<file path="src/rtl/axi_slv_pkg.sv">
// Shared types and helpers for the out-of-order AXI memory slave.
// Latency: n/a (types, constants and a pure function only).
// Backpressure: n/a.
package axi_slv_pkg;

    typedef enum logic [1:0] {
        RESP_OKAY   = 2'b00,
        RESP_SLVERR = 2'b10
    } resp_t;

    // Fibonacci LFSR x^16 + x^14 + x^13 + x^11 + 1, expressed as a mask over bits [15:0].
    localparam logic [15:0] LFSR_SEED = 16'hACE1;
    localparam logic [15:0] LFSR_TAPS = 16'hB400;

    // Byte address to word index; kept 64 bits wide so out-of-range
    // addresses never alias back into the memory before the range check.
    function automatic logic [63:0] addr_to_idx(input logic [63:0] addr,
                                                input int unsigned byte_shift);
        return addr >> byte_shift;
    endfunction

endpackage

</file>
<file path="src/rtl/axi_mem_slave_ooo_if.sv">
// AR/AW/W/R/B signal bundle between the bench master and the memory slave.
// Latency: n/a (wires only).
// Backpressure: valid/ready on every channel.
interface axi_mem_slave_ooo_if #(
    parameter int ADDR_WIDTH = 32,
    parameter int DATA_WIDTH = 32,
    parameter int ID_WIDTH   = 4
);
    logic [ADDR_WIDTH-1:0]   araddr;
    logic [ID_WIDTH-1:0]     arid;
    logic                    arvalid;
    logic                    arready;
    logic [ADDR_WIDTH-1:0]   awaddr;
    logic [ID_WIDTH-1:0]     awid;
    logic                    awvalid;
    logic                    awready;
    logic [DATA_WIDTH-1:0]   wdata;
    logic [DATA_WIDTH/8-1:0] wstrb;
    logic                    wvalid;
    logic                    wready;
    logic [DATA_WIDTH-1:0]   rdata;
    logic [ID_WIDTH-1:0]     rid;
    logic [1:0]              rresp;
    logic                    rvalid;
    logic                    rready;
    logic [ID_WIDTH-1:0]     bid;
    logic [1:0]              bresp;
    logic                    bvalid;
    logic                    bready;

    modport master (
        output araddr, arid, arvalid, awaddr, awid, awvalid,
               wdata, wstrb, wvalid, rready, bready,
        input  arready, awready, wready, rdata, rid, rresp, rvalid,
               bid, bresp, bvalid
    );

    modport slave (
        input  araddr, arid, arvalid, awaddr, awid, awvalid,
               wdata, wstrb, wvalid, rready, bready,
        output arready, awready, wready, rdata, rid, rresp, rvalid,
               bid, bresp, bvalid
    );
endinterface

</file>
<file path="src/rtl/axi_slv_fifo.sv">
// Synchronous FIFO with show-ahead output; push when full / pop when empty are ignored.
// Latency: a pushed entry is visible on o_dout the cycle after the push edge.
// Backpressure: o_full / o_empty; callers gate push/pop on them.
module axi_slv_fifo #(
    parameter int WIDTH = 8,
    parameter int DEPTH = 2
) (
    input  logic             clk,
    input  logic             rst,
    input  logic             i_push,
    input  logic [WIDTH-1:0] i_din,
    input  logic             i_pop,
    output logic [WIDTH-1:0] o_dout,
    output logic             o_full,
    output logic             o_empty
);
    localparam int PW = (DEPTH > 1) ? $clog2(DEPTH) : 1;

    logic [WIDTH-1:0] r_mem [DEPTH];
    logic [PW-1:0]    r_wr_ptr;
    logic [PW-1:0]    r_rd_ptr;
    logic [PW:0]      r_count;
    logic             w_push;
    logic             w_pop;

    assign o_full  = (r_count == (PW+1)'(DEPTH));
    assign o_empty = (r_count == '0);
    assign o_dout  = r_mem[r_rd_ptr];
    assign w_push  = i_push && !o_full;
    assign w_pop   = i_pop && !o_empty;

    // Pointer and occupancy bookkeeping; pointers wrap naturally (DEPTH is a power of 2).
    always_ff @(posedge clk) begin
        if (rst) begin
            r_wr_ptr <= '0;
            r_rd_ptr <= '0;
            r_count  <= '0;
        end else begin
            if (w_push) r_wr_ptr <= r_wr_ptr + PW'(1);
            if (w_pop)  r_rd_ptr <= r_rd_ptr + PW'(1);
            r_count <= r_count + (PW+1)'(w_push) - (PW+1)'(w_pop);
        end
    end

    // Storage array; contents are don't-care while empty so it carries no reset.
    always_ff @(posedge clk) begin
        if (w_push) r_mem[r_wr_ptr] <= i_din;
    end
endmodule

</file>
<file path="src/rtl/axi_mem_slave_ooo.sv">
// Word memory slave: per-ID read queues with round-robin R arbitration, ID-tagged B queue, SLVERR out of range.
// Latency: R valid one edge after AR accept; AW+W commit next edge, B valid one edge after commit.
// Backpressure: arready per-ID queue space; full B queue stalls commit and AW/W holding regs. AXI_SLV_BACKPRESSURE_EN adds LFSR throttling.
module axi_mem_slave_ooo
    import axi_slv_pkg::*;
#(
    parameter int ADDR_WIDTH = 32,
    parameter int DATA_WIDTH = 32,
    parameter int ID_WIDTH   = 4,
    parameter int MEM_WORDS  = 64,
    parameter int RQ_DEPTH   = 2,
    parameter int BQ_DEPTH   = 4
) (
    input logic                clk,
    input logic                rst,
    axi_mem_slave_ooo_if.slave bus
);
    localparam int N_IDS      = 2**ID_WIDTH;
    localparam int STRB_W     = DATA_WIDTH / 8;
    localparam int BYTE_SHIFT = $clog2(STRB_W);
    localparam int IDX_W      = $clog2(MEM_WORDS);
    localparam int RQ_W       = DATA_WIDTH + 2;
    localparam int BQ_W       = ID_WIDTH + 2;

    logic [DATA_WIDTH-1:0] r_mem [MEM_WORDS];

    // Ready throttling (all-ones unless the LFSR feature is built in).
    logic w_ar_gate, w_aw_gate, w_w_gate, w_rd_en;

`ifdef AXI_SLV_BACKPRESSURE_EN
    logic [15:0] r_lfsr;

    // Free-running LFSR used to pseudo-randomly drop readies and stall R loads.
    always_ff @(posedge clk) begin
        if (rst) r_lfsr <= LFSR_SEED;
        else     r_lfsr <= {r_lfsr[14:0], ^(r_lfsr & LFSR_TAPS)};
    end

    assign w_ar_gate = |r_lfsr[1:0];
    assign w_aw_gate = |r_lfsr[3:2];
    assign w_w_gate  = |r_lfsr[5:4];
    assign w_rd_en   = !r_lfsr[15];
`else
    assign w_ar_gate = 1'b1;
    assign w_aw_gate = 1'b1;
    assign w_w_gate  = 1'b1;
    assign w_rd_en   = 1'b1;
`endif

    // ---------------- AR -> per-ID read queues ----------------
    logic [ADDR_WIDTH-1:0] w_araddr;
    logic [63:0]           w_ar_idx;
    logic                  w_ar_err;
    logic [DATA_WIDTH-1:0] w_ar_word;
    logic                  w_ar_fire;
    logic [N_IDS-1:0]      w_rq_push, w_rq_pop, w_rq_full, w_rq_empty;
    logic [RQ_W-1:0]       w_rq_dout [N_IDS];
    resp_t                 w_ar_resp;

    assign w_araddr    = bus.araddr;
    assign w_ar_idx    = addr_to_idx(64'(w_araddr), BYTE_SHIFT);
    assign w_ar_err    = (w_ar_idx >= 64'(MEM_WORDS));
    // Combinational read of the array: a same-edge write commit lands after this sample.
    assign w_ar_word   = w_ar_err ? '0 : r_mem[w_ar_idx[IDX_W-1:0]];
    assign w_ar_resp   = w_ar_err ? RESP_SLVERR : RESP_OKAY;
    assign bus.arready = !w_rq_full[bus.arid] && w_ar_gate;
    assign w_ar_fire   = bus.arvalid && bus.arready;

    // ---------------- R arbitration ----------------
    logic                  r_rvalid;
    logic [DATA_WIDTH-1:0] r_rdata;
    logic [ID_WIDTH-1:0]   r_rid;
    resp_t                 r_rresp;
    logic [ID_WIDTH-1:0]   r_rr_ptr;
    logic [ID_WIDTH-1:0]   w_r_grant;
    logic                  w_r_found;
    logic                  w_r_load;
    logic                  w_r_pop;

    for (genvar g = 0; g < N_IDS; g++) begin : g_rq
        assign w_rq_push[g] = w_ar_fire && (bus.arid == ID_WIDTH'(g));
        assign w_rq_pop[g]  = w_r_pop && (w_r_grant == ID_WIDTH'(g));

        axi_slv_fifo #(
            .WIDTH (RQ_W),
            .DEPTH (RQ_DEPTH)
        ) u_rq (
            .clk     (clk),
            .rst     (rst),
            .i_push  (w_rq_push[g]),
            .i_din   ({w_ar_word, w_ar_resp}),
            .i_pop   (w_rq_pop[g]),
            .o_dout  (w_rq_dout[g]),
            .o_full  (w_rq_full[g]),
            .o_empty (w_rq_empty[g])
        );
    end

    // Pick the first non-empty read queue at or after the round-robin pointer, with wrap.
    always_comb begin
        w_r_found = 1'b0;
        w_r_grant = '0;
        for (int i = 0; i < N_IDS; i++) begin
            if (!w_r_found && !w_rq_empty[r_rr_ptr + ID_WIDTH'(i)]) begin
                w_r_found = 1'b1;
                w_r_grant = r_rr_ptr + ID_WIDTH'(i);
            end
        end
    end

    assign w_r_load = !r_rvalid || bus.rready;
    assign w_r_pop  = w_r_load && w_r_found && w_rd_en;

    // R output register: reload when free or consumed; hold while stalled.
    always_ff @(posedge clk) begin
        if (rst) begin
            r_rvalid <= 1'b0;
            r_rdata  <= '0;
            r_rid    <= '0;
            r_rresp  <= RESP_OKAY;
            r_rr_ptr <= '0;
        end else if (w_r_load) begin
            r_rvalid <= w_r_pop;
            if (w_r_pop) begin
                r_rdata  <= w_rq_dout[w_r_grant][RQ_W-1:2];
                r_rresp  <= resp_t'(w_rq_dout[w_r_grant][1:0]);
                r_rid    <= w_r_grant;
                r_rr_ptr <= w_r_grant + ID_WIDTH'(1);
            end
        end
    end

    assign bus.rvalid = r_rvalid;
    assign bus.rdata  = r_rdata;
    assign bus.rid    = r_rid;
    assign bus.rresp  = r_rresp;

    // ---------------- AW/W holding and write commit ----------------
    logic                  r_aw_full, r_w_full;
    logic [ADDR_WIDTH-1:0] r_aw_addr;
    logic [ID_WIDTH-1:0]   r_aw_id;
    logic [DATA_WIDTH-1:0] r_w_data;
    logic [STRB_W-1:0]     r_w_strb;
    logic                  w_aw_fire, w_w_fire, w_commit;
    logic [63:0]           w_aw_idx;
    logic                  w_aw_err;
    logic                  w_bq_full, w_bq_empty, w_b_pop;
    logic [BQ_W-1:0]       w_bq_dout;
    resp_t                 w_aw_resp;

    assign bus.awready = !r_aw_full && w_aw_gate;
    assign bus.wready  = !r_w_full && w_w_gate;
    assign w_aw_fire   = bus.awvalid && bus.awready;
    assign w_w_fire    = bus.wvalid && bus.wready;
    assign w_commit    = r_aw_full && r_w_full && !w_bq_full;
    assign w_aw_idx    = addr_to_idx(64'(r_aw_addr), BYTE_SHIFT);
    assign w_aw_err    = (w_aw_idx >= 64'(MEM_WORDS));
    assign w_aw_resp   = w_aw_err ? RESP_SLVERR : RESP_OKAY;

    // AW and W holding registers fill independently and empty together on commit.
    always_ff @(posedge clk) begin
        if (rst) begin
            r_aw_full <= 1'b0;
            r_aw_addr <= '0;
            r_aw_id   <= '0;
            r_w_full  <= 1'b0;
            r_w_data  <= '0;
            r_w_strb  <= '0;
        end else begin
            if (w_aw_fire) begin
                r_aw_full <= 1'b1;
                r_aw_addr <= bus.awaddr;
                r_aw_id   <= bus.awid;
            end else if (w_commit) begin
                r_aw_full <= 1'b0;
            end
            if (w_w_fire) begin
                r_w_full <= 1'b1;
                r_w_data <= bus.wdata;
                r_w_strb <= bus.wstrb;
            end else if (w_commit) begin
                r_w_full <= 1'b0;
            end
        end
    end

    // Memory array: cleared on reset, strobed byte-lane writes on an in-range commit.
    always_ff @(posedge clk) begin
        if (rst) begin
            for (int i = 0; i < MEM_WORDS; i++) r_mem[i] <= '0;
        end else if (w_commit && !w_aw_err) begin
            for (int k = 0; k < STRB_W; k++) begin
                if (r_w_strb[k]) r_mem[w_aw_idx[IDX_W-1:0]][k*8 +: 8] <= r_w_data[k*8 +: 8];
            end
        end
    end

    // ---------------- B queue and output ----------------
    logic                r_bvalid;
    logic [ID_WIDTH-1:0] r_bid;
    resp_t               r_bresp;

    assign w_b_pop = (!r_bvalid || bus.bready) && !w_bq_empty;

    axi_slv_fifo #(
        .WIDTH (BQ_W),
        .DEPTH (BQ_DEPTH)
    ) u_bq (
        .clk     (clk),
        .rst     (rst),
        .i_push  (w_commit),
        .i_din   ({r_aw_id, w_aw_resp}),
        .i_pop   (w_b_pop),
        .o_dout  (w_bq_dout),
        .o_full  (w_bq_full),
        .o_empty (w_bq_empty)
    );

    // B output register: reload from the queue when free or consumed.
    always_ff @(posedge clk) begin
        if (rst) begin
            r_bvalid <= 1'b0;
            r_bid    <= '0;
            r_bresp  <= RESP_OKAY;
        end else if (!r_bvalid || bus.bready) begin
            r_bvalid <= !w_bq_empty;
            if (!w_bq_empty) begin
                r_bid   <= w_bq_dout[BQ_W-1:2];
                r_bresp <= resp_t'(w_bq_dout[1:0]);
            end
        end
    end

    assign bus.bvalid = r_bvalid;
    assign bus.bid    = r_bid;
    assign bus.bresp  = r_bresp;
endmodule

</file>
<file path="src/flat_wrapper.sv">
// flat-port wrapper written by rule: the top's interface ports become plain ports
module axi_mem_slave_ooo_flat import axi_slv_pkg::*;
#(
    parameter int ADDR_WIDTH = 32,
    parameter int DATA_WIDTH = 32,
    parameter int ID_WIDTH   = 4,
    parameter int MEM_WORDS  = 64,
    parameter int RQ_DEPTH   = 2,
    parameter int BQ_DEPTH   = 4
)
  (clk, rst, bus_araddr, bus_arid, bus_arvalid, bus_awaddr, bus_awid, bus_awvalid, bus_wdata, bus_wstrb, bus_wvalid, bus_rready, bus_bready, bus_arready, bus_awready, bus_wready, bus_rdata, bus_rid, bus_rresp, bus_rvalid, bus_bid, bus_bresp, bus_bvalid);
  axi_mem_slave_ooo_if #(.ADDR_WIDTH(ADDR_WIDTH), .DATA_WIDTH(DATA_WIDTH), .ID_WIDTH(ID_WIDTH)) bus_i ();
  input logic clk;
  input logic rst;
  input wire logic [$bits(bus_i.araddr)-1:0] bus_araddr;
  input wire logic [$bits(bus_i.arid)-1:0] bus_arid;
  input wire logic [$bits(bus_i.arvalid)-1:0] bus_arvalid;
  input wire logic [$bits(bus_i.awaddr)-1:0] bus_awaddr;
  input wire logic [$bits(bus_i.awid)-1:0] bus_awid;
  input wire logic [$bits(bus_i.awvalid)-1:0] bus_awvalid;
  input wire logic [$bits(bus_i.wdata)-1:0] bus_wdata;
  input wire logic [$bits(bus_i.wstrb)-1:0] bus_wstrb;
  input wire logic [$bits(bus_i.wvalid)-1:0] bus_wvalid;
  input wire logic [$bits(bus_i.rready)-1:0] bus_rready;
  input wire logic [$bits(bus_i.bready)-1:0] bus_bready;
  output wire logic [$bits(bus_i.arready)-1:0] bus_arready;
  output wire logic [$bits(bus_i.awready)-1:0] bus_awready;
  output wire logic [$bits(bus_i.wready)-1:0] bus_wready;
  output wire logic [$bits(bus_i.rdata)-1:0] bus_rdata;
  output wire logic [$bits(bus_i.rid)-1:0] bus_rid;
  output wire logic [$bits(bus_i.rresp)-1:0] bus_rresp;
  output wire logic [$bits(bus_i.rvalid)-1:0] bus_rvalid;
  output wire logic [$bits(bus_i.bid)-1:0] bus_bid;
  output wire logic [$bits(bus_i.bresp)-1:0] bus_bresp;
  output wire logic [$bits(bus_i.bvalid)-1:0] bus_bvalid;
  assign bus_i.araddr = bus_araddr;
  assign bus_i.arid = bus_arid;
  assign bus_i.arvalid = bus_arvalid;
  assign bus_i.awaddr = bus_awaddr;
  assign bus_i.awid = bus_awid;
  assign bus_i.awvalid = bus_awvalid;
  assign bus_i.wdata = bus_wdata;
  assign bus_i.wstrb = bus_wstrb;
  assign bus_i.wvalid = bus_wvalid;
  assign bus_i.rready = bus_rready;
  assign bus_i.bready = bus_bready;
  assign bus_arready = bus_i.arready;
  assign bus_awready = bus_i.awready;
  assign bus_wready = bus_i.wready;
  assign bus_rdata = bus_i.rdata;
  assign bus_rid = bus_i.rid;
  assign bus_rresp = bus_i.rresp;
  assign bus_rvalid = bus_i.rvalid;
  assign bus_bid = bus_i.bid;
  assign bus_bresp = bus_i.bresp;
  assign bus_bvalid = bus_i.bvalid;
  axi_mem_slave_ooo #(.ADDR_WIDTH(ADDR_WIDTH), .DATA_WIDTH(DATA_WIDTH), .ID_WIDTH(ID_WIDTH), .MEM_WORDS(MEM_WORDS), .RQ_DEPTH(RQ_DEPTH), .BQ_DEPTH(BQ_DEPTH)) u_core (.clk(clk), .rst(rst), .bus(bus_i));
endmodule
</file>
<file path="config.mk">
export PLATFORM = sky130hd
export DESIGN_NAME = axi_mem_slave_ooo_flat
export DESIGN_NICKNAME = d
export VERILOG_FILES = /design/src/rtl/axi_slv_pkg.sv /design/src/rtl/axi_mem_slave_ooo_if.sv /design/src/rtl/axi_slv_fifo.sv /design/src/rtl/axi_mem_slave_ooo.sv /design/src/flat_wrapper.sv
export SDC_FILE = /design/constraint.sdc
export NUM_CORES = 2
export LEC_CHECK = 0
export ABC_AREA = 1
export ABC_CLOCK_PERIOD_IN_PS = 10300
export CAP_MARGIN = 10
export CORE_MARGIN = 3
export CORE_UTILIZATION = 60
export CTS_BUF_LIST = sky130_fd_sc_hd__clkbuf_4 sky130_fd_sc_hd__clkbuf_8 sky130_fd_sc_hd__clkbuf_16
export DETAILED_ROUTE_END_ITERATION = 8
export MAX_ROUTING_LAYER = met4
export PLACE_DENSITY = 0.76
export SETUP_SLACK_MARGIN = 0.3
export SYNTH_ARGS = -nofsm -noshare
export SYNTH_HDL_FRONTEND = slang
export SYNTH_SLANG_ARGS = --single-unit
</file>
<file path="constraint.sdc">
create_clock -name clk -period 10.3 [get_ports clk]
set_input_delay 2.575 -clock clk [delete_from_list [all_inputs] [get_ports clk]]
set_output_delay 2.575 -clock clk [all_outputs]
set_load 0.01 [all_outputs]
</file>
# After elaboration in Yosys (flattened, before gate mapping)
# Memory sizes are Yosys's and may differ from the RTL's. A register that Yosys moved wholly into a read port is not among the register bits.
# Cells that the tools add are included.
# totals
regBits	189
mem_bits_rw	3160
inputBits	115
output_inout_bits	49
elab_cells	580
memories	18
# classes
n_addsub	84
magnitude_cmp	20
eq_ne	47
muxes	162
n_bitwise	2
reduce_logical	184
# memory_table
name	words	word_bits	rd	rd_ports_with_merged_regs	write_ports	line_no	rtl
u_core.r_mem	64	32	1	0	64	axi_mem_slave_ooo.sv:25	logic [DATA_WIDTH-1:0] r_mem [MEM_WORDS];
u_core.g_rq[0].u_rq.r_mem	2	34	1	1	1	axi_slv_fifo.sv:19	logic [WIDTH-1:0] r_mem [DEPTH];
u_core.g_rq[10].u_rq.r_mem	2	34	1	1	1	axi_slv_fifo.sv:19	
u_core.g_rq[11].u_rq.r_mem	2	34	1	1	1	axi_slv_fifo.sv:19	
u_core.g_rq[12].u_rq.r_mem	2	34	1	1	1	axi_slv_fifo.sv:19	
u_core.g_rq[13].u_rq.r_mem	2	34	1	1	1	axi_slv_fifo.sv:19	
12 more memories	--	--	--	--	--	--	
# op_table
operator	n
34-bit binary-select mux with 4-bit select	1
1-bit 2-to-1 mux	120
1-bit logical AND	89
4-bit by 5-bit < comparator with 1-bit output, second input constant	17
1-bit zero test	69
1-bit binary-select mux with 4-bit select	17
34-bit 2-to-1 mux	2
4-bit 2-to-1 mux	17
4-bit equality test, second input constant	16
32-bit 2-to-1 mux	2
30-bit by 7-bit greater-or-equal comparator with 1-bit output, second input constant	2
1-bit adder, second input constant	32
2-bit by 1-bit adder with 2-bit output	16
4-bit adder, second input constant	8
2-bit equality test, second input constant	16
4-bit by 3-bit equality test with 1-bit output, second input constant	8
2-bit zero test	16
32-bit OR reduction	1
2-bit by 1-bit subtractor with 2-bit output	16
4-bit by 3-bit adder with 4-bit output, second input constant	4
4-bit by 2-bit equality test with 1-bit output, second input constant	4
4-bit by 1-bit adder with 4-bit output, second input constant	2
4-bit by 2-bit adder with 4-bit output, second input constant	2
4-bit by 1-bit equality test with 1-bit output, second input constant	2
other kinds (14)	20

# Longest topological paths before layout
# depth
word_depth	53
mapped_depth	35
mapped_depth_nobuf	31

# By module
# Synthesis repeated with hierarchy kept, for this count alone.
# unflattened
hier_cells	13300
hier_area_um2	150337.9
# by_module_without_submodules
mod	n_inst	cells_each	area_each_um2	seq_area_each_um2
axi_mem_slave_ooo	1	10854	103181.5	63941.3
axi_slv_fifo at u_core.g_rq[0].u_rq ...	16	145	2860.2	2142.1
axi_slv_fifo at u_core.u_bq	1	126	1392.6	900.9

# Worst setup path after synthesis
# Ideal clock, no wire load.
# synth_timing
path_kind	input port to flip-flop
startpoint	in bus_araddr[2]
endpoint	mem u_core.g_rq[0].u_rq.r_mem[0][16] (netlist bit), data pin
setup_time_ps	491
arrival_ps	6065
t_required_ps	9809
path_slack_ps	3744
path_stages	11
path_buffers	5
cell_sequence	clkbuf_1 -> inv_1 -> clkbuf_1 -> clkbuf_1 -> clkbuf_1 -> clkbuf_1 -> nand2_1 -> a32o_1 -> o21ai_0 -> o221ai_1 -> a311oi_1
# synth_between
elab_chain_cells	2
elab_cells_between_ends	3
cone_classes	order compare: 1; mux: 1; memory: 1
# synth_rtl
element	line_no	rtl
from (decl)	flat_wrapper.sv:15	input wire logic [$bits(bus_i.araddr)-1:0] bus_araddr;
30-bit by 7-bit greater-or-equal comparator with 1-bit output / memory read 64 x 32 bit (equally long branches)	--	
32-bit 2-to-1 mux (*)	axi_mem_slave_ooo.sv:64	assign w_ar_word = w_ar_err ? '0 : r_mem[w_ar_idx[IDX_W-1:0]];
via u_core.g_rq[0].u_rq.i_din[16]	axi_slv_fifo.sv:11	input logic [WIDTH-1:0] i_din,
to (decl)	axi_slv_fifo.sv:19	
# The timed path passes the listed nets; every way through them passes the cells marked *.

# Worst setup path in the final report
# layout_timing
startpoint	in bus_arid[0]
endpoint	out bus_arready
# layout_between
elab_chain_cells	3
# layout_rtl
element	line_no	rtl
from (decl)	flat_wrapper.sv:16	input wire logic [$bits(bus_i.arid)-1:0] bus_arid;
1-bit binary-select mux with 4-bit select	axi_mem_slave_ooo.sv:66	assign bus.arready = !w_rq_full[bus.arid] && w_ar_gate;
1-bit 2-to-1 mux (not written as such)	axi_mem_slave_ooo.sv:66	
1-bit zero test	axi_mem_slave_ooo.sv:66	
to (decl)	flat_wrapper.sv:26	output wire logic [$bits(bus_i.arready)-1:0] bus_arready;
# Every way passes these cells. The select of a mux whose other input is x is not followed.

==> flow_metrics.py <==
metrics = {
    "worst_setup_path": {
        "path_max_fanout": 8,
        "critical-path-slowest-cell": "clkdlybuf4s50_1",
        "cp-start-kind": "primary input",
        "slowest_delay_ns": 0.61,
        "crit_family": "buffers and inverters",
        "r2r-end": "u_core.bus.rresp[1]",
        "r2r-start": "u_core.r_rr_ptr[2]",
        "reg2reg_slack_ns": 3.58,
        "required_ns": 7.73,
        "end_kind": "primary output",
        "worstSetupPathType": "primary input to primary output",
        "ff2ff_path_depth": 23,
        "crit_chain": "clkdlybuf4s50_1, inv_1, nor2_1, o21ai_0, a41oi_1, a21oi_1, o2111ai_1, clkdlybuf4s50_1",
        "crit_top_cell": "clkdlybuf4s50_1",
        "cp_num_buf_inv": 3,
        "critPathArrivalTime_ns": 4.97,
    },
    "timing": {
        "skew_ns": 0.0669,
        "fin_crit_sh_pct": 73.2,
        "finalSetupTns_ns": 0,
        "finalSetupViolations": 0,
        "fin_ws_ns": 2.76,
        "final-max-slew-violation-count": 0,
        "final.min_clock_period_ns": 7.54,
        "hold_violations": 0,
        "relSlewSlack_pct": 10.2,
        "max_freq_mhz": 133,
        "rsz0062_at_grt": "no",
        "worstMarginPinSlew_ns": 1.35,
    },
    "power": {
        "power.internal_mw": 25.5,
        "seq_power_share_pct": 38.9,
        "ir_drop_mv": 0.697,
        "swShare_pct": 36.1,
        "clkPwrFrac_pct": 30.5,
        "p_per_area_mw_per_mm2": 249,
        "p_sw_mw": 14.4,
        "pwr-share-comb_pct": 30.6,
        "p_leak_nw": 57.2,
        "power.total_mw": 39.8,
    },
    "global_route": {
        "grt_overflow": 0,
        "grt_pass1_vias": 100000,
        "grt_usage_pct": 34.5,
        "grt_pass1_wl_um": 626000,
        "grt_max_degree": 211,
        "antenna_found_initial": 29,
    },
    "routing": {
        "route.detailed.drc": 0,
        "vias_per_cell": 6.58,
        "drt_iter0_drc": 14900,
        "wirelength_um": 426000,
        "num_vias": 105000,
        "antenna_left": 0,
        "wire_per_inst_um": 26.7,
        "firstDrtPassIters": 7,
    },
    "place": {
        "place_ws_ns": 2.75,
        "dpl.hpwl_um": 247000,
        "port_buffers": 157,
        "place_area_mm2": 0.149,
        "place.gp.congestion": 0.915,
    },
    "clock_network": {
        "clock_latency_ns": 0.96,
        "clockBufferDepth": 4,
        "cts_buffers": 346,
        "ctsHoldBuffers": 0,
        "clkTransAtPathRegs_ns": 0.05,
        "cts_htree_levels": 5,
        "cts_sinks": 3331,
        "cts_root_buf": "clkbuf_16",
        "cts_tree": "done",
        "post_cts_resized": 0,
        "post_cts_buffers": 0,
    },
    "floorplanning": {
        "core_mm2": 0.239,
        "dieHeight_um": 497,
        "start_util_pct": 60.6,
        "row_count": 179,
        "die_x_um": 497,
        "ios": 164,
        "dieArea_mm2": 0.247,
    },
    "synth": {
        "synth_edf_count": 3124,
        "syn_avg_cell_area_um2": 11.3,
        "ys_ff_latch": 3331,
        "yosys_warnings": 0,
        "synth_top_area_share_pct": 64.7,
        "syn_inst": 12800,
        "synth_async_sr_flop_share_pct": 0,
        "synth_most_common_cell": "nor2_1",
        "syn_area_mm2": 0.145,
        "yosysSeqAreaShare_pct": 67.6,
        "ys_types": 58,
        "synth.top_cells.by_count": "nor2_1, edfxtp_1, nand2_1",
        "yosys-top-cells-area": "edfxtp_1, nor2_1, o21ai_0",
        "synth_top_area_cell": "edfxtp_1",
        "synthFlopType": "edfxtp_1",
    },
    "cells_and_area": {
        "area_growth_pct": 10.3,
        "stdcell_area_mm2": 0.160,
        "drive_gt1_share_pct": 10.3,
        "nets": 12700,
        "fill_cells": 16900,
        "fin_util_pct": 66.9,
    },
    "min_path": {
        "hold_path_end": "u_core.r_w_data[21]",
        "hold_depth": 2,
        "hp-start": "u_core.r_w_data[21]",
        "hold_class": "flip-flop to flip-flop",
    },
    "flow_run": {
        "maxCapViolations": 0,
    },
    "outcome": {
        "status": "finished, final reports clean",
    },
}
==> metal layers <==
metal | vias to the layer above | track usage, % | wire, um
met4 | 0 | 20.5 | 27900
met3 | 1288 | 7.67 | 52700
met1 | 51000 | 43.1 | 149000
li1 | 45500 | - | -
met2 | 7386 | 52.0 | 197000
met5 | - | - | 0
==> metrics by stage <==
stage / hold slack (ns) / cells
2_1_floorplan: 0.444 / 12800
3_3_place_gp: 0.434 / 15300
3_5_place_dp: 0.440 / 15300
4_1_cts: 0.449 / 15900
5_1_grt: 0.455 / 16000
6_report: 0.446 / 16000
==> logic make-up (layout without fill, tap and decap cells) <==
kind of cell,count (synthesis),in the layout,synth area share [%]
xor gates and xnor gates,28,28,0.174
DFF,3331,3331,67.6
buffers and inverters,1206,1153,3.24
muxes,528,528,3.76
other,1,51,0.00259
and+or+nand+nor,5670,5670,15.8
AOI/OAI and AO/OA,2004,2004,8.98
adders and majority gates,46,46,0.402
==> worst reg2reg max path, cell delays in order, from the launching register on <==
cell and delay, ns:
dfxtp_1 0.81, inv_2 0.28, ha_1 0.46, inv_1 0.34
nand3_1 0.13, nand2_1 0.11, nand2_1 0.06, nand2_1 0.22
nand4_2 0.19, nor2_4 0.17, nand4_2 0.13, nor2_2 0.18
nand4_1 0.18, nor3_2 0.35, nand2_4 0.46, nand3_4 0.70
buf_12 0.57, nand2_1 0.33, nand3_1 0.14, nand2_1 0.13
nand2_1 0.16, nand3_1 0.15, nor2_1 0.32, nor2_1 0.07
==> how the worst max path moves through the flow <==
stage,startpoint,endpoint,slack (ns),cells after the start
final,bus_arid[0],bus_arready,2.76,8
after CTS,bus_arid[0],bus_arready,2.67,8
after floorplan,bus_araddr[2],u_core.g_rq[0].u_rq.r_mem[0][16],3.74,11
after global placement,bus_arid[0],bus_arready,2.71,8
after detailed placement,bus_arid[0],bus_arready,2.75,8
after global routing,bus_arid[0],bus_arready,2.60,8
==> cell usage in the layout (no fill, tap or decap), drive strengths merged, types with 203 or more instances in the layout <==
master | netlist | layout
nor2 | 3379 | 3379
edfxtp | 3124 | 3124
nand2 | 1384 | 1384
o21ai | 1140 | 1140
nand3 | 482 | 482
clkbuf | 868 | 463
mux2i | 396 | 396
nand4 | 282 | 282
o221ai | 236 | 236
o221a | 210 | 210
dfxtp | 207 | 207
inv | 196 | 204
a21oi | 203 | 203
==> area by class of cell <==
type                    instances  area [um^2]  area share, %
multi-input cells            8278        42800           26.8
well taps                    3167         3960           2.48
diodes                         49          123         0.0767
flip-flops and latches       3331        98000           61.3
repair buffers                354         3290           2.06
clock buffers                 462         9700           6.07
inverters                     200          786          0.491
clock inverters               137         1210          0.756
==> power by group through the flow <==
| stage | combinational, mW | clock [mW] | sequential, mW |
|---|---|---|---|
| 5_1_grt | 13.0 | 12.7 | 15.5 |
| 3_3_place_gp | 11.8 | 0 | 15.7 |
| 4_1_cts | 12.0 | 12.2 | 15.5 |
| 3_5_place_dp | 11.9 | 0 | 15.8 |
| 6_report | 12.2 | 12.2 | 15.5 |
| 2_1_floorplan | 7.82 | 0 | 15.6 |
==> state kept, by name, summed over array words and instances, names as in the netlist, 20 cells and up, named ones only <==
name / cells
u_core.r_mem: 2048
u_core.g_rq.u_rq.r_mem: 1056
u_core.bus.rdata: 32
u_core.g_rq.u_rq.r_count: 32
u_core.r_w_data: 32
u_core.r_aw_addr: 30
u_core.u_bq.r_mem: 20
Power figures use the tool's default switching activity.
